`config.mk`:
```
export PLATFORM = sky130hd
export DESIGN_NAME = i2s_receiver
export DESIGN_NICKNAME = d
export VERILOG_FILES = /design/src/rtl/i2s_pkg.sv /design/src/rtl/i2s_clock_gen.sv /design/src/rtl/i2s_receiver.sv
export SDC_FILE = /design/constraint.sdc
export NUM_CORES = 1
export LEC_CHECK = 0
export CAP_MARGIN = 20
export CELL_PAD_IN_SITES_DETAIL_PLACEMENT = 1
export CELL_PAD_IN_SITES_GLOBAL_PLACEMENT = 2
export CORE_MARGIN = 2
export CORE_UTILIZATION = 35
export DETAILED_ROUTE_END_ITERATION = 6
export PLACE_DENSITY_LB_ADDON = 0.08
export SYNTH_ARGS = -nofsm -noshare
export SYNTH_HDL_FRONTEND = slang
export SYNTH_SLANG_ARGS = --single-unit
```
`constraint.sdc`:
```
create_clock -name mclk -period 5.16 [get_ports mclk]
set_input_delay 1.032 -clock mclk [delete_from_list [all_inputs] [get_ports mclk]]
set_output_delay 1.032 -clock mclk [all_outputs]
set_load 0.01 [all_outputs]
```
`src/rtl/i2s_pkg.sv`:
```
// Shared defaults and channel encoding for the I2S capture and playback blocks.
package i2s_pkg;

    localparam int DEF_WIDTH                = 16;
    localparam int DEF_MAIN_TO_SERIAL       = 24;
    localparam int DEF_SERIAL_TO_LEFT_RIGHT = 64;

    typedef enum logic {
        CH_LEFT  = 1'b0,
        CH_RIGHT = 1'b1
    } i2s_ch_t;

endpackage

```
`src/rtl/i2s_clock_gen.sv`:
```
// I2S master clocking: derives sclk and ws from mclk and tracks the slot within each ws half.
module i2s_clock_gen
    import i2s_pkg::*;
#(
    parameter int MAIN_TO_SERIAL       = DEF_MAIN_TO_SERIAL,
    parameter int SERIAL_TO_LEFT_RIGHT = DEF_SERIAL_TO_LEFT_RIGHT,
    localparam int SLOT_W              = $clog2(SERIAL_TO_LEFT_RIGHT / 2)
) (
    input  logic              mclk,
    input  logic              rst,
    output logic              sclk,
    output logic              ws,
    output logic              sclk_rise,
    output logic              sclk_fall,
    output logic [SLOT_W-1:0] slot_idx
);

    localparam int CNT_W = $clog2(MAIN_TO_SERIAL / 2);
    localparam logic [CNT_W-1:0]  CNT_LAST  = CNT_W'(MAIN_TO_SERIAL / 2 - 1);
    localparam logic [SLOT_W-1:0] SLOT_LAST = SLOT_W'(SERIAL_TO_LEFT_RIGHT / 2 - 1);

    logic [CNT_W-1:0]  r_cnt;
    logic              r_sclk;
    logic              r_ws;
    logic [SLOT_W-1:0] r_slot;
    logic              w_toggle;

    // The strobes name the coming mclk edge, so users act on the same edge sclk changes.
    assign w_toggle  = (r_cnt == CNT_LAST);
    assign sclk_rise = w_toggle & ~r_sclk;
    assign sclk_fall = w_toggle & r_sclk;

    // sclk divider.
    always_ff @(posedge mclk) begin
        if (rst) begin
            r_cnt  <= {CNT_W{1'b0}};
            r_sclk <= 1'b0;
        end else if (w_toggle) begin
            r_cnt  <= {CNT_W{1'b0}};
            r_sclk <= ~r_sclk;
        end else begin
            r_cnt  <= r_cnt + CNT_W'(1);
        end
    end

    // Slot counter; the rise that toggles ws becomes slot 0 of the new half.
    always_ff @(posedge mclk) begin
        if (rst) begin
            r_slot <= {SLOT_W{1'b0}};
            r_ws   <= 1'b0;
        end else if (sclk_rise) begin
            if (r_slot == SLOT_LAST) begin
                r_slot <= {SLOT_W{1'b0}};
                r_ws   <= ~r_ws;
            end else begin
                r_slot <= r_slot + SLOT_W'(1);
            end
        end
    end

    assign sclk     = r_sclk;
    assign ws       = r_ws;
    assign slot_idx = r_slot;

endmodule

```
`src/rtl/i2s_receiver.sv`:
```
// I2S master-mode receiver: deserialises sd_rx into left/right pairs behind a one-deep
// valid/ready output register with a sticky overrun flag.
module i2s_receiver
    import i2s_pkg::*;
#(
    parameter int WIDTH                = DEF_WIDTH,
    parameter int MAIN_TO_SERIAL       = DEF_MAIN_TO_SERIAL,
    parameter int SERIAL_TO_LEFT_RIGHT = DEF_SERIAL_TO_LEFT_RIGHT
) (
    input  logic             mclk,
    input  logic             rst,
    input  logic             sd_rx,
    output logic             sclk,
    output logic             ws,
    output logic [WIDTH-1:0] rx_data_l,
    output logic [WIDTH-1:0] rx_data_r,
    output logic             rx_valid,
    input  logic             rx_ready,
    output logic             overrun
);

    localparam int SLOT_W = $clog2(SERIAL_TO_LEFT_RIGHT / 2);
    localparam logic [SLOT_W-1:0] SLOT_LAST = SLOT_W'(SERIAL_TO_LEFT_RIGHT / 2 - 1);
    localparam logic [SLOT_W-1:0] SLOT_MSB  = SLOT_W'(1);
    localparam logic [SLOT_W-1:0] SLOT_LSB  = SLOT_W'(WIDTH);

    logic              w_sclk;
    logic              w_ws;
    logic              w_sclk_rise;
    logic              w_sclk_fall_unused;
    logic [SLOT_W-1:0] w_slot_idx;
    logic [SLOT_W-1:0] w_ev_slot;
    i2s_ch_t           w_ev_ch;
    logic              w_arm_now;
    logic              w_capture;
    logic              w_complete;

    logic              r_armed;
    logic              r_done;
    logic [WIDTH-1:0]  r_shift_l;
    logic [WIDTH-1:0]  r_shift_r;
    logic [WIDTH-1:0]  r_data_l;
    logic [WIDTH-1:0]  r_data_r;
    logic              r_valid;
    logic              r_overrun;

    i2s_clock_gen #(
        .MAIN_TO_SERIAL       (MAIN_TO_SERIAL),
        .SERIAL_TO_LEFT_RIGHT (SERIAL_TO_LEFT_RIGHT)
    ) u_clock_gen (
        .mclk      (mclk),
        .rst       (rst),
        .sclk      (w_sclk),
        .ws        (w_ws),
        .sclk_rise (w_sclk_rise),
        .sclk_fall (w_sclk_fall_unused),
        .slot_idx  (w_slot_idx)
    );

    // Slot and channel of the rise event at the coming edge (clock_gen updates on that edge).
    always_comb begin
        w_ev_slot = {SLOT_W{1'b0}};
        w_ev_ch   = CH_LEFT;
        if (w_slot_idx == SLOT_LAST) begin
            w_ev_slot = {SLOT_W{1'b0}};
            w_ev_ch   = i2s_ch_t'(~w_ws);
        end else begin
            w_ev_slot = w_slot_idx + SLOT_W'(1);
            w_ev_ch   = i2s_ch_t'(w_ws);
        end
        w_arm_now  = w_sclk_rise & (w_slot_idx == SLOT_LAST) & w_ws;
        w_capture  = w_sclk_rise & r_armed & (w_ev_slot >= SLOT_MSB) & (w_ev_slot <= SLOT_LSB);
        w_complete = w_capture & (w_ev_ch == CH_RIGHT) & (w_ev_slot == SLOT_LSB);
    end

    // Arming and deserialisation; r_done marks the edge holding a full pair.
    always_ff @(posedge mclk) begin
        if (rst) begin
            r_armed   <= 1'b0;
            r_done    <= 1'b0;
            r_shift_l <= {WIDTH{1'b0}};
            r_shift_r <= {WIDTH{1'b0}};
        end else begin
            r_done <= w_complete;
            if (w_arm_now) begin
                r_armed <= 1'b1;
            end
            if (w_capture) begin
                case (w_ev_ch)
                    CH_LEFT:  r_shift_l <= {r_shift_l[WIDTH-2:0], sd_rx};
                    CH_RIGHT: r_shift_r <= {r_shift_r[WIDTH-2:0], sd_rx};
                    default:  r_shift_l <= r_shift_l;
                endcase
            end
        end
    end

    // One-deep output register; a pair arriving while the old one is stuck is dropped.
    always_ff @(posedge mclk) begin
        if (rst) begin
            r_data_l  <= {WIDTH{1'b0}};
            r_data_r  <= {WIDTH{1'b0}};
            r_valid   <= 1'b0;
            r_overrun <= 1'b0;
        end else if (r_done) begin
            if (!r_valid || rx_ready) begin
                r_data_l <= r_shift_l;
                r_data_r <= r_shift_r;
                r_valid  <= 1'b1;
            end else begin
                r_overrun <= 1'b1;
            end
        end else if (r_valid && rx_ready) begin
            r_valid <= 1'b0;
        end
    end

    assign sclk      = w_sclk;
    assign ws        = w_ws;
    assign rx_data_l = r_data_l;
    assign rx_data_r = r_data_r;
    assign rx_valid  = r_valid;
    assign overrun   = r_overrun;

endmodule

```
==> impl_metrics.py, run 1 <==
metrics = {
    "critical_path": {
        "timing.critical_path.mode_cell": "ha_1",
        "crit_type": "reg2reg",
        "r2r_cells": 8,
        "cp_data_required_time_ps": 5420,
        "setup.worst_path.end": "r_shift_l[9]$_SDFFE_PP0P_",
        "endpoint_kind": "flip-flop",
        "slowest_delay_ps": 830,
        "crit_buf_inv": 0,
        "r2r_start": "u_clock_gen.slot_idx[0]$_SDFFE_PP0P_",
        "cp_num_cells": 8,
        "cp_slowest_cell": "nor3_4",
        "crit_chain": "ha_1, and3_1, ha_1, nor2_1, o21ai_1, a31oi_4, nor3_4, mux2i_1",
        "r2r-end": "r_shift_l[9]$_SDFFE_PP0P_",
        "cp_max_fo": 16,
        "path_delay_family": "simple AND/OR/NAND/NOR gates",
        "ff2ff_setup_slack_ps": 2240,
        "worstPathArrival_ps": 3180,
        "startpoint_type": "flip-flop",
        "cp-startpoint": "u_clock_gen.slot_idx[0]$_SDFFE_PP0P_",
    },
    "timing": {
        "slew_headroom_pct": 35.2,
        "finalCritPeriodShare_pct": 56.6,
        "rsz0062_at_grt": "false",
        "finalWorstPathRequiredPeriod_ps": 2920,
        "tns_ps": 0,
        "drv_slew": 0,
        "clock.fmax_mhz": 343,
        "finalSetupViolCount": 0,
        "finClkSkew_ps": 9.61,
        "final_hold_viol_count": 0,
        "worstMarginPinSlew_ps": 968,
    },
    "synth": {
        "ys.flop_type": "dfxtp_1",
        "synth_cells": 333,
        "syn-num-nets": 342,
        "ys_async_sr_fraction_pct": 0,
        "ys.warnings.count": 0,
        "synth_cell_types": 38,
        "synth-edff-count": 0,
        "synth.avg_cell_area_sq_um": 9.39,
        "synth_area_sq_um": 3130,
        "ys_ff_latch": 79,
        "yosysSeqAreaShare_pct": 50.6,
    },
    "global_routing": {
        "grt_pass1_wl_microns": 11600,
        "grt_antenna_before_repair": 0,
        "grt_max_degree": 52,
        "track_usage_pct": 14.4,
        "grt_pass1_vias": 2461,
        "grt_overflow_total": 0,
    },
    "power_and_ir_drop": {
        "p_leak_nw": 1.23,
        "p_total_mw": 1.13,
        "ir_drop_mv": 0.128,
        "power.density_nw_per_um2": 298,
    },
    "die": {
        "die_w_microns": 98.5,
        "initial_utilization_pct": 36.0,
        "ios": 40,
        "die_h_microns": 98.5,
        "die_area_sq_um": 9710,
        "core_region_area_sq_um": 8680,
        "rows": 34,
    },
    "detailed_routing": {
        "ant_nets": 0,
        "finalWirelength_microns": 6450,
        "drt-vias-per-instance": 4.83,
        "first_pass_iters": 4,
        "drt_iter0_drc": 36,
        "wl_per_cell_microns": 13.4,
        "num_vias": 2324,
        "drc": 0,
    },
    "layout": {
        "insertedDiodeCount": 0,
        "fin_area_sq_um": 3790,
        "nNetsFinal": 377,
        "fillers": 1026,
        "drive_gt1_share_pct": 8.31,
        "multi_input_area_sq_um": 1420,
        "seq_area_sq_um": 1580,
        "areaGrowthSynthToFinish_pct": 21.1,
    },
    "placed_design": {
        "hpwl_microns": 4230,
        "postPlaceCellArea_sq_um": 3560,
        "gp_congestion": 0.693,
        "port_buffers": 39,
    },
    "clock_tree": {
        "clockBufferDepth": 2,
        "tritoncts": "built",
        "post-cts-setup-buffers": 0,
        "cts_resized": 0,
        "cts_made_buffers": 9,
        "htreeDepth": 3,
        "clk_pin_slew_ps": 80,
        "ctsHoldBuffers": 0,
        "clk_latency_ps": 340,
        "cts_sinks": 79,
        "cts_root_buf": "clkbuf_8",
    },
    "min_path": {
        "holdCritPathClass": "reg2reg",
    },
    "run": {
        "cap_violations": 0,
    },
    "status": {
        "status": "finished, final reports clean",
    },
}
logic make-up (layout without fill, tap and decap cells):
group	Yosys count	after routing	share of synthesized area (%)
flip-flops	79	79	50.6
multiplexers	33	33	10.6
buffers and inverters	23	63	4.00
AO/OA/AOI/OAI	48	48	8.80
XOR/XNOR	3	3	0.840
AND/OR/NAND/NOR	142	142	23.2
adder cells (fa/ha/maj)	5	5	2.00
flip-flops by register name, summed over array words and instances (netlist names):
signal	count
u_clock_gen.slot_idx	5
r_armed	1
r_done	1
overrun	1
r_shift_r	16
rx_data_l	16
rx_data_r	16
r_shift_l	16
u_clock_gen.r_cnt	4
rx_valid	1
u_clock_gen.ws	1
u_clock_gen.sclk	1
per-layer routing:
layer	wire length (microns)	global-route usage [%]	part of all wire [%]	vias up
li1	-	-	-	1179
met1	3270	19.6	51	1109
met2	2930	23.1	45	29
met3	147	2.34	2.3	7
met4	99	5.69	1.5	0
met5	0	0	0	-
placed cells by master (no fill, tap or decap), drive strengths merged, types with 2 or more instances in the layout:
cell and instances:
dfxtp 79, nor3 4, o21ai 2, or2b 11, nor3b 2, and3 2
xnor2 2, nor2 13, nand2b 24, nand2 75, nor2b 2, clkbuf 11
buf 5, nand3b 2, clkinv 3, bufinv 2, clkdlybuf4s50 38, inv 4
a21oi 40, a31oi 3, mux2i 33, ha 5
Yosys cell counts, types with 3 or more instances:
library cell	instances	share of area (%)
clkbuf_1	13	1.6
or2b_1	11	2.6
mux2i_1	33	11
nand2b_1	24	4.8
nor2_1	12	1.4
dfxtp_1	79	51
ha_1	5	2.0
inv_1	3	0.36
buf_6	3	1.1
nand2_1	75	9.0
a21oi_1	40	6.4
worst min path at each step:
stage,start,slack [ps],end,cells after the start
after detailed placement,r_shift_l[15]$_SDFFE_PP0P_,440,rx_data_l[15]$_SDFFE_PP0P_,2
after global routing,r_shift_l[12]$_SDFFE_PP0P_,470,rx_data_l[12]$_SDFFE_PP0P_,2
after CTS,r_shift_l[12]$_SDFFE_PP0P_,440,rx_data_l[12]$_SDFFE_PP0P_,2
after global placement,r_shift_l[14]$_SDFFE_PP0P_,440,rx_data_l[14]$_SDFFE_PP0P_,2
final,r_shift_l[12]$_SDFFE_PP0P_,440,rx_data_l[12]$_SDFFE_PP0P_,2
after floorplan,r_shift_l[0]$_SDFFE_PP0P_,430,rx_data_l[0]$_SDFFE_PP0P_,2
report_power, final:
| group | switching (mW) | internal [mW] | leakage (nW) | total (mW) |
|---|---|---|---|---|
| registers | 0.00174 | 0.611 | 0.637 | 0.613 |
| clock network | 0.224 | 0.274 | 0.107 | 0.498 |
| logic | 0.0111 | 0.00727 | 0.488 | 0.0184 |
worst register-to-register path, stage by stage (launching register included):
cell	delay, ps
dfxtp_1	440
ha_1	260
and3_1	180
ha_1	350
nor2_1	100
o21ai_1	210
a31oi_4	180
nor3_4	830
mux2i_1	290
area by class of cell:
class / instances / share of cell area [%]
multi-input cells: 231 / 37.6
repair buffers: 43 / 11.1
flip-flops and latches: 79 / 41.7
clock inverters: 5 / 2.18
clock buffers: 11 / 3.47
inverters: 4 / 0.396
well taps: 108 / 3.57
stage by stage:
stage	instances	worst slack, ps	util (%)	hold WS [ps]
after global placement	464	2160	41.1	443
after floorplan	333	2830	-	427
after detailed placement	464	2110	41.1	442
after CTS	480	2170	43.5	443
final	481	2240	43.7	444
after global routing	481	1940	43.7	471
(Power assumes the default switching activity.)
==> run 2: changes to the inputs <==
--- a/config.mk
+++ b/config.mk
@@ -9,7 +9,7 @@
 export CELL_PAD_IN_SITES_DETAIL_PLACEMENT = 1
 export CELL_PAD_IN_SITES_GLOBAL_PLACEMENT = 2
 export CORE_MARGIN = 2
-export CORE_UTILIZATION = 35
+export CORE_UTILIZATION = 34
 export DETAILED_ROUTE_END_ITERATION = 6
 export PLACE_DENSITY_LB_ADDON = 0.08
 export SYNTH_ARGS = -nofsm -noshare
==> constraint.sdc (replaced) <==
create_clock -name mclk -period 2.9 [get_ports mclk]
set_input_delay 0.58 -clock mclk [delete_from_list [all_inputs] [get_ports mclk]]
set_output_delay 0.58 -clock mclk [all_outputs]
set_load 0.01 [all_outputs]
==> impl_metrics.py, run 2 (synthesis gave the netlist of run 1 again) <==
metrics = {
    "clock_tree": {
        "cts_resized": 0,
        "cts_made_buffers": 9,
        "ctsHoldBuffers": 0,
        "post-cts-setup-buffers": 0,
        "clk_pin_slew_ps": 80,
        "clk_latency_ps": 350,
        "clockBufferDepth": 2,
        "htreeDepth": 3,
        "tritoncts": "built",
        "cts_root_buf": "clkbuf_8",
        "cts_sinks": 79,
    },
    "power_and_ir_drop": {
        "p_switching_mw": 0.422,
        "switching_share_pct": 19.9,
        "ir_drop_mv": 0.228,
        "power.density_nw_per_um2": 545,
        "intPower_mw": 1.70,
        "p_clk_share_pct": 46.9,
        "pwr-share-comb_pct": 1.7,
        "p_leak_nw": 1.27,
        "p_seq_share_pct": 51.4,
    },
    "detailed_routing": {
        "finalWirelength_microns": 6450,
        "drt_iter0_drc": 49,
        "drc": 0,
        "drt-vias-per-instance": 4.73,
        "first_pass_iters": 3,
        "num_vias": 2290,
        "wl_per_cell_microns": 13.3,
        "ant_nets": 0,
    },
    "die": {
        "die_w_microns": 99.9,
        "rows": 34,
        "core_region_area_sq_um": 8810,
        "die_area_sq_um": 9980,
        "ios": 40,
        "initial_utilization_pct": 35.5,
        "die_h_microns": 99.9,
    },
    "critical_path": {
        "cp_slowest_cell": "dfxtp_1",
        "crit_type": "reg2reg",
        "startpoint_type": "flip-flop",
        "cp-startpoint": "u_clock_gen.slot_idx[1]$_SDFFE_PP0P_",
        "timing.critical_path.mode_cell": "ha_1",
        "slowest_delay_ps": 450,
        "cp_max_fo": 14,
        "worstPathArrival_ps": 2640,
        "crit_chain": "ha_1, and3_1, ha_1, inv_2, a2111oi_0, and3_2, nor3_4, buf_12, mux2i_1",
        "endpoint_kind": "flip-flop",
        "r2r_start": "u_clock_gen.slot_idx[1]$_SDFFE_PP0P_",
        "cp_data_required_time_ps": 3130,
    },
    "timing": {
        "slew_headroom_pct": 58.8,
        "drv_slew": 0,
        "tns_ps": 0,
        "rsz0062_at_grt": "false",
        "finalCritPeriodShare_pct": 83.1,
        "finClkSkew_ps": 10.3,
        "clock.fmax_mhz": 415,
        "final_hold_viol_count": 0,
        "finalSetupViolCount": 0,
        "worstMarginPinSlew_ps": 616,
        "finalWorstPathRequiredPeriod_ps": 2410,
    },
    "layout": {
        "final_common_cell": "dfxtp_1",
        "areaGrowthSynthToFinish_pct": 24.4,
        "insertedDiodeCount": 0,
        "drive_gt1_share_pct": 9.31,
        "nNetsFinal": 380,
        "fin_cells": 484,
        "fillers": 1019,
        "mostFrequentLayoutCells": "dfxtp_1, nand2_1, a21oi_1, clkdlybuf4s50_1, mux2i_1",
    },
    "global_routing": {
        "grt_overflow_total": 0,
        "grt_pass1_vias": 2306,
        "grt_max_degree": 81,
        "grt_antenna_before_repair": 0,
        "grt_pass1_wl_microns": 11100,
        "track_usage_pct": 14.1,
    },
    "run": {
        "cap_violations": 0,
    },
    "status": {
        "status": "finished, final reports clean",
    },
    "placed_design": {
        "place_inst": 466,
        "port_buffers": 39,
        "hpwl_microns": 4220,
        "gp_congestion": 0.759,
    },
    "min_path": {
        "holdCritPathClass": "reg2reg",
        "min_from": "r_shift_l[8]$_SDFFE_PP0P_",
    },
}
==> run 2: final cells by class <==
type | instances | area, sq um | share of cell area (%)
flip-flops and latches | 79 | 1580 | 40.7
multi-input cells | 231 | 1420 | 36.6
repair buffers | 46 | 488 | 12.5
clock buffers | 11 | 141 | 3.63
well taps | 108 | 135 | 3.47
clock inverters | 5 | 105 | 2.70
inverters | 4 | 15.0 | 0.386
==> run 2: metal layers <==
metal,part of all wire [%],track usage [%]
met4,1.5,6.01
met5,0,0
met1,50,18.2
met3,2.9,3.76
met2,45,22.5
==> run 2: stage by stage <==
stage	hold slack (ps)	area (sq um)	utilization (%)	power, mW	worst slack (ps)
final	449	3890	44.2	2.12	489
after global routing	474	3890	44.2	2.21	308
after CTS	458	3850	43.7	2.16	136
after detailed placement	447	3600	40.9	1.15	142
after global placement	440	3600	40.9	1.15	244
after floorplan	427	3130	-	1.14	568
==> run 2: path summary, 6_finish.rpt <==
kind	endpoint	slack, ps	cells after the start
min reg2reg	rx_data_l[8]$_SDFFE_PP0P_	450	2
max	r_shift_r[3]$_SDFFE_PP0P_	490	9
max reg2reg	r_shift_r[3]$_SDFFE_PP0P_	490	9
min	rx_data_l[8]$_SDFFE_PP0P_	450	2
==> run 2: worst max-delay path, delay by kind of cell, from the launching register on <==
family	cells	cell delay [ps]
buffers and inverters	2	230
adder cells (fa/ha/maj)	2	490
AND/OR/NAND/NOR	3	580
flip-flops	1	450
multiplexers	1	120
AO/OA/AOI/OAI	1	440
==> run 2: power by group through the flow <==
| stage | Combinational [mW] | Clock [mW] | Sequential [mW] |
|---|---|---|---|
| 3_5_place_dp | 0.0368 | 0 | 1.12 |
| 2_1_floorplan | 0.0246 | 0 | 1.11 |
| 6_report | 0.0351 | 0.995 | 1.09 |
| 3_3_place_gp | 0.0358 | 0 | 1.12 |
| 5_1_grt | 0.0399 | 1.08 | 1.09 |
| 4_1_cts | 0.0368 | 1.03 | 1.09 |
